===== config.mk =====
export PLATFORM = sky130hd
export DESIGN_NAME = mesi_snoop_responder
export DESIGN_NICKNAME = d
export VERILOG_FILES = /design/src/rtl/mesi_snoop_responder.sv
export SDC_FILE = /design/constraint.sdc
export NUM_CORES = 2
export LEC_CHECK = 0
export ABC_AREA = 1
export BUFFER_PORTS_ARGS = -buffer_cell sky130_fd_sc_hd__buf_2
export CAP_MARGIN = 20
export CORE_MARGIN = 2
export CORE_UTILIZATION = 60
export DETAILED_ROUTE_END_ITERATION = 10
export PLACE_DENSITY = 0.79
export SLEW_MARGIN = 40
export SYNTH_ARGS = -nofsm -noshare
export SYNTH_HDL_FRONTEND = slang
export SYNTH_SLANG_ARGS = --single-unit

===== constraint.sdc =====
create_clock -name clk -period 4 [get_ports clk]
set_clock_uncertainty 0.15 [all_clocks]
set_input_delay 0.6 -clock clk [delete_from_list [all_inputs] [get_ports clk]]
set_output_delay 0.6 -clock clk [all_outputs]
set_load 0.05 [all_outputs]

===== src/rtl/mesi_snoop_responder.sv =====
// Snoop responder for one cache: keeps a tag/MESI shadow directory, answers bus snoops,
// fetches dirty lines from the data array for supply and applies the MESI snoop transitions.
module mesi_snoop_responder #(
    parameter int NUM_CPUS    = 4,
    parameter int CPU_ID      = 0,
    parameter int ADDR_WIDTH  = 32,
    parameter int CACHE_LINES = 64,
    parameter int LINE_SIZE   = 32,
    localparam int SRC_BITS   = $clog2(NUM_CPUS),
    localparam int IDX_BITS   = $clog2(CACHE_LINES),
    localparam int OFF_BITS   = $clog2(LINE_SIZE),
    localparam int TAG_WIDTH  = ADDR_WIDTH - IDX_BITS - OFF_BITS,
    localparam int LINE_BITS  = LINE_SIZE * 8
) (
    input  logic                  clk,
    input  logic                  rst,
    input  logic [2:0]            snoop_op,
    input  logic [ADDR_WIDTH-1:0] snoop_addr,
    input  logic [SRC_BITS-1:0]   snoop_src,
    output logic                  snoop_busy,
    output logic                  snoop_resp_valid,
    output logic                  snoop_hit,
    output logic                  snoop_supply,
    output logic [LINE_BITS-1:0]  snoop_data_in,
    input  logic                  upd_valid,
    input  logic [IDX_BITS-1:0]   upd_index,
    input  logic [TAG_WIDTH-1:0]  upd_tag,
    input  logic [1:0]            upd_state,
    output logic                  upd_ready,
    output logic                  dat_rd_req,
    output logic [IDX_BITS-1:0]   dat_rd_index,
    input  logic                  dat_rd_valid,
    input  logic [LINE_BITS-1:0]  dat_rd_data,
    output logic                  proto_err,
    output logic                  snoop_overrun
);

    localparam logic [2:0] OP_RD   = 3'd1;
    localparam logic [2:0] OP_RDX  = 3'd2;
    localparam logic [2:0] OP_UPGR = 3'd3;
    localparam logic [2:0] OP_WB   = 3'd4;

    localparam logic [1:0] MESI_I = 2'd0;
    localparam logic [1:0] MESI_S = 2'd1;
    localparam logic [1:0] MESI_E = 2'd2;
    localparam logic [1:0] MESI_M = 2'd3;

    typedef enum logic [1:0] {ST_IDLE, ST_LOOKUP, ST_DATA_WAIT} state_t;

    state_t                 state;
    logic [TAG_WIDTH-1:0]   dir_tag   [CACHE_LINES];
    logic [1:0]             dir_state [CACHE_LINES];

    logic [IDX_BITS-1:0]    cap_idx;
    logic [1:0]             cap_new_state;
    logic                   cap_write;
    logic                   cap_supply;

    logic                   snoop_valid;
    logic                   snoop_accept;
    logic [IDX_BITS-1:0]    in_idx;
    logic [TAG_WIDTH-1:0]   in_tag;
    logic [1:0]             cur_state;
    logic                   lookup_hit;
    logic [1:0]             lk_new_state;
    logic                   lk_write;
    logic                   lk_supply;
    logic                   lk_proto;
    logic                   unused_offset;

    assign snoop_valid   = (snoop_op >= OP_RD) && (snoop_op <= OP_WB);
    assign snoop_accept  = (state == ST_IDLE) && snoop_valid &&
                           (snoop_src != SRC_BITS'(CPU_ID));
    assign in_idx        = snoop_addr[OFF_BITS +: IDX_BITS];
    assign in_tag        = snoop_addr[ADDR_WIDTH-1 -: TAG_WIDTH];
    assign unused_offset = ^snoop_addr[OFF_BITS-1:0];
    assign cur_state     = dir_state[in_idx];
    assign lookup_hit    = (cur_state != MESI_I) && (dir_tag[in_idx] == in_tag);
    assign snoop_busy    = (state != ST_IDLE);

    // Directory update handshake: an entry is written on a cycle where upd_valid && upd_ready;
    // a snoop accepted in the same cycle wins and holds upd_ready low.
    assign upd_ready     = (state == ST_IDLE) && !snoop_accept;

    always_comb begin
        lk_new_state = cur_state;
        lk_write     = 1'b0;
        lk_supply    = 1'b0;
        lk_proto     = 1'b0;
        if (lookup_hit) begin
            case (snoop_op)
                OP_RD: begin
                    lk_new_state = MESI_S;
                    lk_write     = 1'b1;
                    lk_supply    = (cur_state == MESI_M);
                end
                OP_RDX: begin
                    lk_new_state = MESI_I;
                    lk_write     = 1'b1;
                    lk_supply    = (cur_state == MESI_M);
                end
                OP_UPGR: begin
                    lk_new_state = MESI_I;
                    lk_write     = 1'b1;
                    lk_proto     = (cur_state == MESI_E) || (cur_state == MESI_M);
                end
                default: ;
            endcase
        end
    end

    always_ff @(posedge clk) begin
        if (rst) begin
            for (int i = 0; i < CACHE_LINES; i++) begin
                dir_tag[i]   <= '0;
                dir_state[i] <= MESI_I;
            end
            state            <= ST_IDLE;
            cap_idx          <= '0;
            cap_new_state    <= MESI_I;
            cap_write        <= 1'b0;
            cap_supply       <= 1'b0;
            snoop_resp_valid <= 1'b0;
            snoop_hit        <= 1'b0;
            snoop_supply     <= 1'b0;
            snoop_data_in    <= '0;
            dat_rd_req       <= 1'b0;
            dat_rd_index     <= '0;
            proto_err        <= 1'b0;
            snoop_overrun    <= 1'b0;
        end else begin
            snoop_resp_valid <= 1'b0;
            snoop_hit        <= 1'b0;
            snoop_supply     <= 1'b0;
            snoop_data_in    <= '0;
            if ((state != ST_IDLE) && snoop_valid)
                snoop_overrun <= 1'b1;

            case (state)
                ST_IDLE: begin
                    if (snoop_accept) begin
                        cap_idx       <= in_idx;
                        cap_new_state <= lk_new_state;
                        cap_write     <= lk_write;
                        cap_supply    <= lk_supply;
                        state         <= ST_LOOKUP;
                        if (lk_proto)
                            proto_err <= 1'b1;
                        // Non-supply answers go out during the lookup cycle itself.
                        if (lk_supply) begin
                            dat_rd_req   <= 1'b1;
                            dat_rd_index <= in_idx;
                        end else begin
                            snoop_resp_valid <= 1'b1;
                            snoop_hit        <= lookup_hit;
                        end
                    end else if (upd_valid) begin
                        dir_tag[upd_index]   <= upd_tag;
                        dir_state[upd_index] <= upd_state;
                    end
                end
                ST_LOOKUP, ST_DATA_WAIT: begin
                    if ((state == ST_LOOKUP) && !cap_supply) begin
                        if (cap_write)
                            dir_state[cap_idx] <= cap_new_state;
                        state <= ST_IDLE;
                    end else if (dat_rd_valid) begin
                        dat_rd_req         <= 1'b0;
                        snoop_resp_valid   <= 1'b1;
                        snoop_hit          <= 1'b1;
                        snoop_supply       <= 1'b1;
                        snoop_data_in      <= dat_rd_data;
                        dir_state[cap_idx] <= cap_new_state;
                        state              <= ST_IDLE;
                    end else begin
                        state <= ST_DATA_WAIT;
                    end
                end
                default: state <= ST_IDLE;
            endcase
        end
    end

endmodule


; Yosys cells after proc, flatten, opt, wreduce, memory -nomap -nowiden
; Memory sizes are Yosys's and may differ from the RTL's.
; Cells that the tools add are included.
[classes]
n_lt_le_gt_ge = 2
eq_ne = 12
n_mux = 50
n_bitwise = 3
reduce_logical = 27
[ops]
columns = operator, n
row1 = 2-to-1 mux 1 bit, 34
row2 = == test 21 bit, 1
row3 = 2-to-1 mux 21 bit, 1
row4 = OR reduction 21 bit, 1
row5 = 2-to-1 mux 6 bit, 3
row6 = 2-to-1 mux 2 bit, 7
row7 = OR reduction 2 bit, 5
row8 = != test 2 bit (second input constant), 4
row9 = case mux 2 bit (2 select lines), 2
row10 = nonzero test 2 bit, 4
row11 = logical AND 1 bit, 7
row12 = == test 2 bit (second input constant), 3
row13 = == test 3 x 2 -> 1 bit (second input constant), 2
row14 = case mux 1 bit (2 select lines), 3
row15 = AND reduction 3 bit, 2
row16 = AND reduction 5 bit, 1
row17 = OR reduction 4 bit, 1
row18 = == test 3 x 1 -> 1 bit (second input constant), 1
row19 = greater-or-equal comparator 3 x 1 -> 1 bit (second input constant), 1
row20 = less-or-equal comparator 3 bit (second input constant), 1
row21 = OR reduction 3 bit, 1
row22 = == test 2 x 1 -> 1 bit (second input constant), 1
row23 = logical NOT 1 bit, 2
row24 = logical NOT 2 bit, 1
row25 = other kinds (4), 5
[totals]
regBits = 280
ram_bits = 1472
output_inout_bits = 270
elab_cells = 109
n_memories = 2
[memory_table]
columns = name, depth, width, rd, rd_ports_with_merged_regs, wr, line_no
row1 = dir_tag, 64, 21, 1, 0, 64, 51  ; logic [TAG_WIDTH-1:0] dir_tag [CACHE_LINES];
row2 = dir_state, 64, 2, 1, 0, 64, 52  ; logic [1:0] dir_state [CACHE_LINES];

; Longest topological paths before layout
[depth]
word_depth = 11
mapped_depth = 24

; Worst setup path after synthesis
; OpenSTA, ideal clock, no wires.
[synth_timing]
path_kind = reg-to-reg
from = reg state[0]
to = mem dir_tag[4][0] (netlist bit), enable pin
setup_ps = 378
arrival_time_ps = 3507
required_ps = 3472
path_slack_ps = -34
stages_incl_launch_ff = 13
n_path_buf = 1
period_less_slack_ps = 4034
cell_sequence = dfxtp_1 -> inv_1 -> ha_1 -> inv_1 -> nor2_1 -> nand2_2 -> inv_2 -> nor2_2 -> nand3_2 -> nor4_2 -> nand2_1 -> clkbuf_1 -> nand2_1
[synth_lines]
columns = item, line_no
row1 = from (decl), 50  ; state_t state;
row2 = from (signal assigned), 118  ; state <= ST_IDLE;
row3 = from (signal assigned), 146  ; state <= ST_LOOKUP;
row4 = from (signal assigned), 166  ; state <= ST_IDLE;
row5 = to (decl), 51

==> flow_summary.ini <==
[clocking]
clock_sinks = 1752
cts_root_buf = clkbuf_16
cts_tree = done
cts-htree-levels = 4
clkLatencyLatePin_ns = 0.82
cts_resized = 0
clk_pin_slew_ns = 0.06
cts-buffers-inserted = 176
clk_path_buf_depth = 3

[critical_path]
cp.depth = 11
critical_path.most_common_cell = inv_1
required_ns = 4.36
arrival_ns = 4.12
path_cells = inv_1 -> ha_1 -> inv_1 -> nor2_1 -> a31oi_2 -> inv_2 -> o21ai_1 -> inv_1 -> nor2_1 -> nand3_1 -> nand2_1
worstSetupStartpoint = state[0]
rr_worst_depth = 11
reg2reg_slack_ns = 0.24
worst-setup-path-type = flop to flop
crit_path_max_fanout = 14
cp_top_family = simple AND/OR/NAND/NOR gates
rr_endpoint = dir_state[36][1]
max_stage_delay_ns = 0.62
end_kind = flop
worst_r2r_startpoint = state[0]
crit_end = dir_state[36][1]
crit_buf_inv = 4
critPathSlowestCell = nor2_1
cp-start-kind = flop

[logic_synthesis]
ys_seq_area_share_pct = 65.5
syn_area_per_cell_um2 = 9.42
synth_ff_type = edfxtp_1
syn-num-nets = 8395
synth_edf_count = 1472
yosysUniqueCellTypes = 40
syn_area_mm2 = 0.0760
synthArstFlopShare_pct = 0
yosysWarningCount = 0
synth_cells = 8066
ys_ff_latch = 1752

[power]
clkPwrFrac_pct = 38.6
comb_power_share_pct = 12.6
p_sw_uw = 11500
leakagePower_uw = 0.0392
p_int_uw = 31100
swShare_pct = 27.0
powerDensity_mw_per_mm2 = 472
seqPwrFrac_pct = 48.7
ir_drop_mv = 0.462

[global_route]
grt_overflow_total = 0
track_usage_pct = 43.1
grt_max_degree = 155
grt_pass1_wl_um = 402000
grt_pass1_vias = 60268
antenna_found_initial = 68

[routing]
drtAntennaViolNets = 0
wl_um = 281000
avgRoutedWirePerCell_um = 26.4
via_per_inst = 6.01
drtIter0Drc = 10884
firstDrtPassIters = 8
drc_errors = 0
vias = 64008

[hold_path]
min_path_type = input pin to flop
hold_depth = 3

[sta]
whs_ns = 0.0156
min_period_ns = 3.76
slew_headroom_pct = 34.1
fin_tns_setup_ns = 0
worst_slew_pin_slew_ns = 0.985
period_share_pct = 93.9
setup_violations = 0
max_freq_ghz = 0.266
rsz0062_at_grt = no
finalMaxSlewViolations = 0
hold_violations = 0

[run]
max_cap_viol_count = 0

[finish]
final_cell_mix = nand2_1, nor2_1, edfxtp_1, nand3_1, buf_2
final_common_cell = nand2_1
layout-drive-gt1-share_pct = 15.0
layout.nets = 9149
syn_to_final_growth_pct = 18.8

[floorplan]
initial_core_util_pct = 60.4
core_area_mm2 = 0.126
rows = 130
die_h_um = 360
die_area_mm2 = 0.130
die_width_um = 360
ios = 596

[outcome]
status = complete, no violations

[placement]
gp_congestion = 1.04
dp_hpwl_um = 183000
portBuffers = 590
layout make-up:
| class | count | area [um^2] |
|---|---|---|
| Antenna cell | 39 | 97.6 |
| Clock buffer | 240 | 4920 |
| Clock inverter | 84 | 774 |
| Fill cell | 8741 | 35400 |
| Inverter | 348 | 1380 |
| Multi-Input combinational cell | 5333 | 22200 |
| Sequential cell | 1752 | 49800 |
| Tap cell | 1650 | 2060 |
| Timing Repair Buffer | 1209 | 9070 |
metal layers:
layer	track usage, %	routed length [um]	vias to the layer above
met5	0	303	-
met1	54.0	94500	30107
met4	29.6	22000	42
met3	14.5	40600	962
li1	-	-	27902
met2	63.4	124000	4995
worst min-delay path by stage:
stage                     from                 to  slack [ns]
5_1_grt        dat_rd_data[56]  snoop_data_in[56]        0.01
4_1_cts        dat_rd_data[56]  snoop_data_in[56]       0.002
6_report       dat_rd_data[40]  snoop_data_in[40]        0.02
2_1_floorplan       cap_idx[0]         cap_idx[0]        0.28
3_3_place_gp        cap_idx[3]         cap_idx[3]        0.29
3_5_place_dp         proto_err          proto_err        0.29
worst reg2reg max path: stages, from the launching register on:
cell and delay [ns]:
dfxtp_1 0.39, inv_1 0.07, ha_1 0.32, inv_1 0.11, nor2_1 0.09, a31oi_2 0.41
inv_2 0.22, o21ai_1 0.48, inv_1 0.19, nor2_1 0.62, nand3_1 0.28, nand2_1 0.17
metrics by stage:
step	utilization [%]	area [um^2]	std cells	setup slack [ns]	power [uW]
6_report	71.8	90300	10655	0.244	42600
5_1_grt	71.8	90200	10634	0.0487	43500
4_1_cts	71.6	90100	10611	0.351	42300
3_5_place_dp	65.2	82000	10048	0.0452	26000
3_3_place_gp	65.2	82000	10048	0.0493	25900
2_1_floorplan	-	76100	8066	0.0793	23900
cell families (layout without fill, tap and decap cells):
| family | count (synthesis) | in the layout | synth area share (%) |
|---|---|---|---|
| mux | 1 | 1 | 0.0132 |
| flops | 1752 | 1752 | 65.5 |
| fa+ha+maj | 3 | 3 | 0.0494 |
| simple gates | 5278 | 5278 | 28.4 |
| other cells | 0 | 39 | 0 |
| buf+inv | 981 | 1881 | 5.57 |
| compound gates | 51 | 51 | 0.421 |
synthesized netlist by cell type, types with 14 or more instances:
master    count  area (um^2)
a21oi_1      20          100
nand3_1    1267         6340
inv_1       320         1200
dfxtp_1     280         5610
o21ai_0      14         70.1
inv_2        27          101
buf_1        26         97.6
buf_2       171          856
nand2_1    2187         8210
buf_4        69          518
clkbuf_1    357         1340
edfxtp_1   1472        44200
nor2_1     1776         6670
repair_timing:
action,CTS,global route
setup buffers,0,0
hold buffers,239,5
hold endpoints to repair,242,5
registers in the layout, indices dropped and copies added, names as in the netlist:
name              count
cap_supply            1
cap_write             1
snoop_overrun         1
snoop_hit             1
dir_state           128
dat_rd_req            1
snoop_data_in       256
cap_new_state         2
snoop_supply          1
cap_idx               6
snoop_resp_valid      1
dir_tag            1344
proto_err             1
state                 2
dat_rd_index          6
power groups by stage:
| stage | sequential, uW | clock, uW | combinational, uW |
|---|---|---|---|
| final | 20800 | 16400 | 5380 |
| after global routing | 20800 | 17100 | 5580 |
| after CTS | 20700 | 16400 | 5140 |
| after detailed placement | 21100 | 0 | 4900 |
| after global placement | 21100 | 0 | 4830 |
| after floorplan | 21700 | 0 | 2200 |
(Power assumes the default switching activity.)
